File: config.mk
export PLATFORM = sky130hd
export DESIGN_NAME = serial_subtractor
export DESIGN_NICKNAME = d
export VERILOG_FILES = /design/src/rtl/serial_subtractor.sv
export SDC_FILE = /design/constraint.sdc
export NUM_CORES = 1
export LEC_CHECK = 0
export ABC_AREA = 1
export BUFFER_PORTS_ARGS = -buffer_cell sky130_fd_sc_hd__buf_2
export CAP_MARGIN = 10
export CORE_ASPECT_RATIO = 1.25
export CORE_MARGIN = 1.5
export CORE_UTILIZATION = 33
export DETAILED_ROUTE_END_ITERATION = 6
export HOLD_SLACK_MARGIN = 0.02
export PLACE_DENSITY = 0.61
export RECOVER_POWER = 50
export SYNTH_ARGS = -nofsm -noshare
export SYNTH_HDL_FRONTEND = slang
export SYNTH_SLANG_ARGS = --single-unit
File: constraint.sdc
create_clock -name clk -period 2.3 [get_ports clk]
set_input_delay 0.115 -clock clk [delete_from_list [all_inputs] [get_ports clk]]
set_output_delay 0.115 -clock clk [all_outputs]
set_load 0.01 [all_outputs]
File: src/rtl/serial_subtractor.sv
// Bit-serial two's-complement subtractor: diff = a - b, one bit per clock, LSB first.
// One full-adder slice with a registered carry evaluates a + ~b + 1.
module serial_subtractor #(
    parameter int unsigned WIDTH = 8
) (
    input  logic             clk,
    input  logic             rst,
    input  logic             start,
    input  logic [WIDTH-1:0] a,
    input  logic [WIDTH-1:0] b,
    output logic             busy,
    output logic             done,
    output logic [WIDTH-1:0] diff,
    output logic             borrow,
    output logic             overflow
);

    localparam int unsigned CntW = $clog2(WIDTH);
    localparam logic [CntW-1:0] LastBit = CntW'(WIDTH - 1);

    typedef enum logic [1:0] {StIdle, StShift, StDone} state_e;

    state_e           state;
    logic [WIDTH-1:0] a_sr;
    logic [WIDTH-1:0] b_sr;
    logic [WIDTH-1:0] res_sr;
    logic [CntW-1:0]  cnt;
    logic             carry;

    logic             sum;
    logic             cout;
    logic [WIDTH-1:0] res_next;

    always_comb begin
        sum      = a_sr[0] ^ b_sr[0] ^ carry;
        cout     = (a_sr[0] & b_sr[0]) | (a_sr[0] & carry) | (b_sr[0] & carry);
        res_next = {sum, res_sr[WIDTH-1:1]};
    end

    always_ff @(posedge clk or posedge rst) begin
        if (rst) begin
            state    <= StIdle;
            a_sr     <= '0;
            b_sr     <= '0;
            res_sr   <= '0;
            cnt      <= '0;
            carry    <= 1'b0;
            busy     <= 1'b0;
            done     <= 1'b0;
            diff     <= '0;
            borrow   <= 1'b0;
            overflow <= 1'b0;
        end else begin
            unique case (state)
                StIdle: begin
                    if (start) begin
                        a_sr  <= a;
                        b_sr  <= ~b;
                        carry <= 1'b1;
                        cnt   <= '0;
                        busy  <= 1'b1;
                        state <= StShift;
                    end
                end
                StShift: begin
                    a_sr   <= a_sr >> 1;
                    b_sr   <= b_sr >> 1;
                    res_sr <= res_next;
                    carry  <= cout;
                    cnt    <= cnt + CntW'(1);
                    if (cnt == LastBit) begin
                        // carry holds the carry into the MSB here; cout is the carry out.
                        diff     <= res_next;
                        borrow   <= ~cout;
                        overflow <= carry ^ cout;
                        done     <= 1'b1;
                        state    <= StDone;
                    end
                end
                StDone: begin
                    done  <= 1'b0;
                    busy  <= 1'b0;
                    state <= StIdle;
                end
                default: state <= StIdle;
            endcase
        end
    end

endmodule

==> summary.md, run 1 <==
| Metric | Value |
|---|---|
| Via count | `1428` |
| R2R Path End | `a_sr[2]` |
| Worst vdd ir | `0.570 mV` |
| Sequential share of the synthesized area | `54.3%` |
| Cell Area, Synth | `between 1500 and 2000 um2` |
| DRC Markers | `0` |
| Sequential share of power | `42.4%` |
| Clock skew | `~0.0034 ns` |
| # IOs | `31` |
| Pre-antenna DRT Iters | `4` |
| Synth unique cells | `16` |
| Top cell by count, worst path | `nand2_1` |
| PortBufs | `30` |
| Worst Hold Slack | `0.0735 ns` |
| Largest net degree at the start of global routing | `42` |
| Vias/cell | `approximately 4.4` |
| Synth area leaders | `dfrtp_1, nand2_1, o21ai_2` |
| Worst min path class | `in2reg` |
| Area leader, netlist | `dfrtp_1` |
| Post-CTS setup buffers | `0` |
| Clk sinks | `41` |
| Int Pwr | `roughly 1.8 mW` |
| Critical path class | `reg2reg` |
| GPL Wtd Cong | `between 0.7 and 0.8` |
| Startpoint type of the worst setup path | `flop` |
| Number of core rows | `30` |
| Fmax | `577 MHz` |
| Height of the die | `slightly below 90 um` |
| Hpwl dp | `2.44 mm` |
| TritonCTS Buffers | `5` |
| Area Growth Syn to Fin | `15.4%` |
| Initial antenna violation count | `0` |
| # H-tree levels | `2` |
| Critical Path Max Stage Delay | `0.76 ns` |
| Final instance area | `~2200 um2` |
| Reg2Reg Depth | `5` |
| Worst-margin pin slew | `between 0.9 and 1 ns` |
| Endpoints failing hold | `0` |
| Worst EP required | `~2.5 ns` |
| Slew Limit Fails | `0` |
| Logic gate share of total power | `37.0%` |
| Sw Share | `between 30 and 40%` |
| Worst setup margin | `~0.57 ns` |
| Max Cap Viol | `0` |
| CP arrival | `around 1.9 ns` |
| Relative slew margins | `33.8%` |
| Critical Path Sink Type | `flop` |
| Status | `finished, final reports clean` |
| Die area | `between 6000 and 7000 um2` |
| R2R Path Start | `state[0]` |
| Clock buffer depth | `2` |
| Syn_nets | `248` |
| Global-route wire length before repair | `roughly 6.4 mm` |
| CTS clock-pin slew for the worst setup and hold paths | `0.08 ns` |
| Cell Count, Final, Fillers Out | `~320` |
| Period utilization | `~75%` |
| R2r setup slk | `0.57 ns` |
| Clock power share | `around a fifth` |
| Nets | `around 280` |
| Hold Crit Endpoint | `a_sr[7]` |
| Pre-CTS setup slack | `0.595 ns` |
| Die X-Extent | `slightly above 70 um` |
| Antenna fix cells | `0` |
| Crit-path cells | `nand2_2 -> nand2_1 -> nand2_1 -> nand2_1 -> nand2_1` |
| Placed inst area | `just over 2000 um2` |
| Syn Area/Cell | `roughly 8.4 um2` |
| Pleak | `1.18 nW` |
| Psw | `1.14 mW` |
| WL/cell | `roughly 11 um` |
| Number of synthesis warnings | `0` |
| Core Region | `5480 um2` |
| Total power | `slightly below 3 mW` |
| Share of the synthesized area in the top cell type | `between 50% and 60%` |
| Yosys reg bits | `just over 40` |
| Routed WL | `around 3.6 mm` |
| Starting Density | `~34%` |
| Clock latency at the later pin of the worst-skew pair | `a little under 0.3 ns` |
| Hold path startpoint | `a[7]` |
| RSZ-0062 raised after global routing | `no` |
| Gr ovfl total | `0` |
| Global Route Usage Sum | `a little over an eighth` |
| Pwr dens | `about 1300 nW/um2` |
| CTS root buf | `clkbuf_8` |
| Post-Place Cells | `311` |
| TritonCTS clock tree | `built` |
| Syn Inst Count | `approximately 230` |
| Crit-path slowest cell | `dfrtp_1` |
| Layout cell share with drive strength beyond 1 | `a little under a fifth` |
| Initial DRC Count | `78` |
| Antenna-violating nets left | `0` |
| Min Clock Period, post-route | `~1.7 ns` |
| Number of setup violations in the final report | `0` |
| Hold Crit Depth | `3` |
| Fin Setup TNS | `0 ns` |
| Vias in the first global route | `around 1400` |
| Utilization after layout | `39.8%` |
| Critical path fanouts, max | `32` |
-- synth_stat cells --
| cell | n |
|---|---|
| nand2_1 | 104 |
| dfrtp_1 | 41 |
| inv_1 | 19 |
| nand3_1 | 15 |
| o21ai_1 | 11 |
| o21ai_2 | 10 |
| buf_2 | 6 |
| a21oi_1 | 3 |
| buf_6 | 3 |
| inv_2 | 3 |
| buf_4 | 2 |
| ha_1 | 2 |
| nand2_2 | 2 |
| nor2_1 | 2 |
| nor2_2 | 2 |
| fa_1 | 1 |
-- per-layer routing --
metal  up-vias  track usage (%)  part of all wire (%)  wire (um)
met3         4             3.11                   4.8        172
li1        751                -                     -          -
met1       645             16.5                    47       1690
met2        28             22.3                    47       1710
met5         -                0                     0          0
met4         0             5.15                  0.94         34
-- power by group through the flow --
stage,Combinational [mW],Clock (mW),Sequential (mW)
floorplan,0.895,0,1.23
global placement,1.08,0,1.24
global route,1.30,0.656,1.29
finish,1.08,0.600,1.24
detailed placement,1.12,0,1.25
CTS,1.13,0.623,1.24
-- sequential cells by signal, summed over array words and instances (netlist names) --
name and cells:
state 2, res_sr 7, busy 1, b_sr 8, a_sr 8, overflow 1
borrow 1, carry 1, cnt 3, diff 8, done 1
-- worst max-delay path by stage --
stage | startpoint | to | slack, ns
floorplan | a_sr[0] | overflow | 1.11
global placement | state[0] | b_sr[2] | 0.65
detailed placement | state[0] | a_sr[2] | 0.59
CTS | state[0] | a_sr[2] | 0.57
global route | state[0] | a_sr[2] | 0.38
finish | state[0] | a_sr[2] | 0.57
-- cells by family (layout without fill, tap and decap cells) --
| group | after synthesis | after routing | synth area share, % |
|---|---|---|---|
| AO/OA/AOI/OAI | 24 | 24 | 8.35 |
| AND/OR/NAND/NOR | 125 | 125 | 26.4 |
| adder cells (fa/ha/maj) | 3 | 3 | 2.39 |
| flip-flops | 41 | 41 | 54.3 |
| buffers and inverters | 33 | 64 | 8.55 |
-- worst max-delay path, delay by kind of cell (launching register included) --
family           cells  cell delay [ns]
flip-flops           1             0.76
AND/OR/NAND/NOR      5             0.86
-- placed cells by master (no fill, tap or decap) --
master | Yosys | final
nand3_1 | 15 | 15
a21oi_1 | 3 | 3
nor2_2 | 2 | 2
buf_2 | 6 | 20
clkbuf_8 | 0 | 6
nand2_2 | 2 | 2
nor2_1 | 2 | 2
dfrtp_1 | 41 | 41
dlygate4sd3_1 | 0 | 2
clkbuf_1 | 0 | 10
clkinvlp_4 | 0 | 1
inv_2 | 3 | 3
inv_1 | 19 | 19
bufinv_16 | 0 | 1
fa_1 | 1 | 1
buf_4 | 2 | 1
o21ai_2 | 10 | 10
ha_1 | 2 | 2
o21ai_1 | 11 | 11
clkbuf_2 | 0 | 1
nand2_1 | 104 | 104
-- cell type report --
class	instances	area [um2]
inverters	22	82.6
repair buffers	34	170
well taps	64	80.1
clock buffers	6	82.6
multi-input cells	152	701
flip-flops and latches	41	1030
clock inverters	2	37.5
fillers	588	3300
-- timing repair --
action / CTS / global route
hold endpoints to repair: 42 / 0
resized for setup: 0 / 0
hold buffers: 2 / 0
(Power assumes the default switching activity.)
==> inputs of run 2 (changes only) <==
PLACE_DENSITY = 0.63   (was 0.61)
clock period = 1.5 ns   (was 2.3 ns; I/O delays follow)
==> summary.md, run 2 (synthesis results as in run 1) <==
| Metric | Value |
|---|---|
| Status | `finished, final reports clean (unchanged)` |
| Post-Place Cells | `316 (was 311)` |
| Nets | `283 (was 278)` |
| Height of the die | `87.6 um (unchanged)` |
| Worst setup margin | `0.234 ns (was 0.567 ns)` |
| Routed WL | `3.46 mm (was 3.61 mm)` |
| Endpoints failing hold | `0 (unchanged)` |
| # IOs | `31 (unchanged)` |
| WL/cell | `10.6 um (was 11.2 um)` |
| Pwr dens | `2020 nW/um2 (was 1340 nW/um2)` |
| Critical Path Sink Type | `flop (unchanged)` |
| Clock skew | `0.00452 ns (was 0.00339 ns)` |
| CP arrival | `1.45 ns (was 1.92 ns)` |
| Clk sinks | `41 (unchanged)` |
| Pre-antenna DRT Iters | `6 (was 4)` |
| Number of core rows | `30 (unchanged)` |
| TritonCTS Buffers | `5 (unchanged)` |
| # H-tree levels | `2 (unchanged)` |
| Worst-margin pin slew | `0.900 ns (was 0.993 ns)` |
| Period utilization | `84.4% (was 75.4%)` |
| Max Cap Viol | `0 (unchanged)` |
| RSZ-0062 raised after global routing | `no (unchanged)` |
| Clock buffer depth | `2 (unchanged)` |
| Cell Count, Final, Fillers Out | `325 (was 321)` |
| Largest net degree at the start of global routing | `42 (unchanged)` |
| Die X-Extent | `70.7 um (unchanged)` |
| Initial antenna violation count | `0 (unchanged)` |
| Area Growth Syn to Fin | `17.8% (was 15.4%)` |
| Relative slew margins | `40.0% (was 33.8%)` |
| Pleak | `1.20 nW (was 1.18 nW)` |
| Fmax | `790 MHz (was 577 MHz)` |
| Slew Limit Fails | `0 (unchanged)` |
| Vias/cell | `4.49 (was 4.45)` |
| R2R Path Start | `a_sr[0] (was state[0])` |
| Placed inst area | `2120 um2 (was 2050 um2)` |
| Commonest non-fill, non-tap cell in the layout | `nand2_1 (unchanged)` |
| Global-route wire length before repair | `6.40 mm (was 6.44 mm)` |
| Critical path fanouts, max | `3 (was 32)` |
| Fin Setup TNS | `0 ns (unchanged)` |
| CTS root buf | `clkbuf_8 (unchanged)` |
| Total power | `4.49 mW (was 2.92 mW)` |
| Critical Path Start | `a_sr[0] (was state[0])` |
| Final instance area | `2220 um2 (was 2180 um2)` |
| Global Route Usage Sum | `12.9% (was 13.2%)` |
| Hold path startpoint | `a[7] (unchanged)` |
| Initial DRC Count | `61 (was 78)` |
| CTS clock-pin slew for the worst setup and hold paths | `0.08 ns (about the same)` |
| DRC Markers | `0 (unchanged)` |
| Die area | `6190 um2 (unchanged)` |
| Vias in the first global route | `1462 (was 1413)` |
| Antenna-violating nets left | `0 (unchanged)` |
| Pre-CTS setup slack | `0.249 ns (was 0.595 ns)` |
| Worst min path class | `in2reg (unchanged)` |
| Core Region | `5480 um2 (unchanged)` |
| Worst vdd ir | `0.699 mV (was 0.570 mV)` |
| Starting Density | `34.5% (unchanged)` |
| Hpwl dp | `2.30 mm (was 2.44 mm)` |
| Cells resized by post-CTS repair | `0 (unchanged)` |
| Most frequent cells in the layout | `nand2_1, dfrtp_1, inv_1, buf_2, nand3_1 (was nand2_1, dfrtp_1, buf_2)` |
| Number of setup violations in the final report | `0 (unchanged)` |
| Critical path class | `reg2reg (unchanged)` |
| PortBufs | `30 (unchanged)` |
| Via count | `1458 (was 1428)` |
| Antenna fix cells | `0 (unchanged)` |
| Largest registers | `a_sr (8), b_sr (8), diff (8) (unchanged)` |
| Startpoint type of the worst setup path | `flop (unchanged)` |
| GPL Wtd Cong | `0.696 (was 0.719)` |
| Min Clock Period, post-route | `1.27 ns (was 1.73 ns)` |
| Gr ovfl total | `0 (unchanged)` |
| TritonCTS clock tree | `built (unchanged)` |
| Clock latency at the later pin of the worst-skew pair | `0.29 ns (about the same)` |
| Layout cell share with drive strength beyond 1 | `18.8% (was 18.3%)` |
| Worst EP required | `1.68 ns (was 2.48 ns)` |
-- run 2: cell types whose count changed in the layout (fill, tap and decap cells not counted), sizes merged --
cell and change:
buf +4, clkinvlp -1, clkinv +1
-- run 2: worst paths after layout --
check | cells past startpoint | slack, ns | to
worst max-delay path | 6 | 0.23 | overflow
worst min-delay path | 3 | 0.03 | a_sr[7]
worst max register to register | 6 | 0.23 | overflow
worst min register to register | 2 | 0.48 | diff[0]
max in group asynchronous | 4 | 0.34 | a_sr[1]
min in group asynchronous | 4 | 0.61 | busy
-- run 2: what timing repair did --
| action | 4_1_cts | 5_1_grt |
|---|---|---|
| setup endpoints to repair | 0 | 0 |
| hold endpoints to repair | 42 | 0 |
| buffers inserted | 0 | 0 |
| hold buffers | 2 | 0 |
-- run 2: area by class of cell --
| type | instances | area [um2] |
|---|---|---|
| Fill cell | 579 | 3260 |
| Tap cell | 64 | 80.1 |
| Clock buffer | 5 | 68.8 |
| Sequential cell | 41 | 1030 |
| Clock inverter | 2 | 35.0 |
| Inverter | 22 | 82.6 |
| Timing Repair Buffer | 39 | 230 |
| Multi-Input combinational cell | 152 | 701 |
-- run 2: routing by layer --
layer  vias up  GRT usage (%)  routed length (um)
met3         7           2.76                 204
li1        763              -                   -
met2        38           21.7                1560
met1       650           16.2                1630
met5         -              0                   0
met4         0           5.66                  58
-- run 2: worst max-delay path, cell delays in order (launching register included) --
cell     delay (ns)
dfrtp_1        0.36
inv_1          0.06
fa_1           0.43
inv_1          0.12
nand2_1        0.06
nand2_1        0.07
o21ai_2        0.06
-- run 2: stage by stage --
step / utilization, % / hold WS [ns]
floorplan: - / 0.166
global placement: 38.6 / 0.234
detailed placement: 38.6 / 0.236
CTS: 40.9 / 0.0270
global route: 40.6 / 0.0520
finish: 40.6 / 0.0270
-- run 2: power breakdown --
part           leakage, nW  switching [mW]  total (mW)  internal (mW)
Combinational        0.633            1.11        1.80          0.689
Sequential           0.513           0.260        1.85           1.59
Clock               0.0540           0.361       0.845          0.483
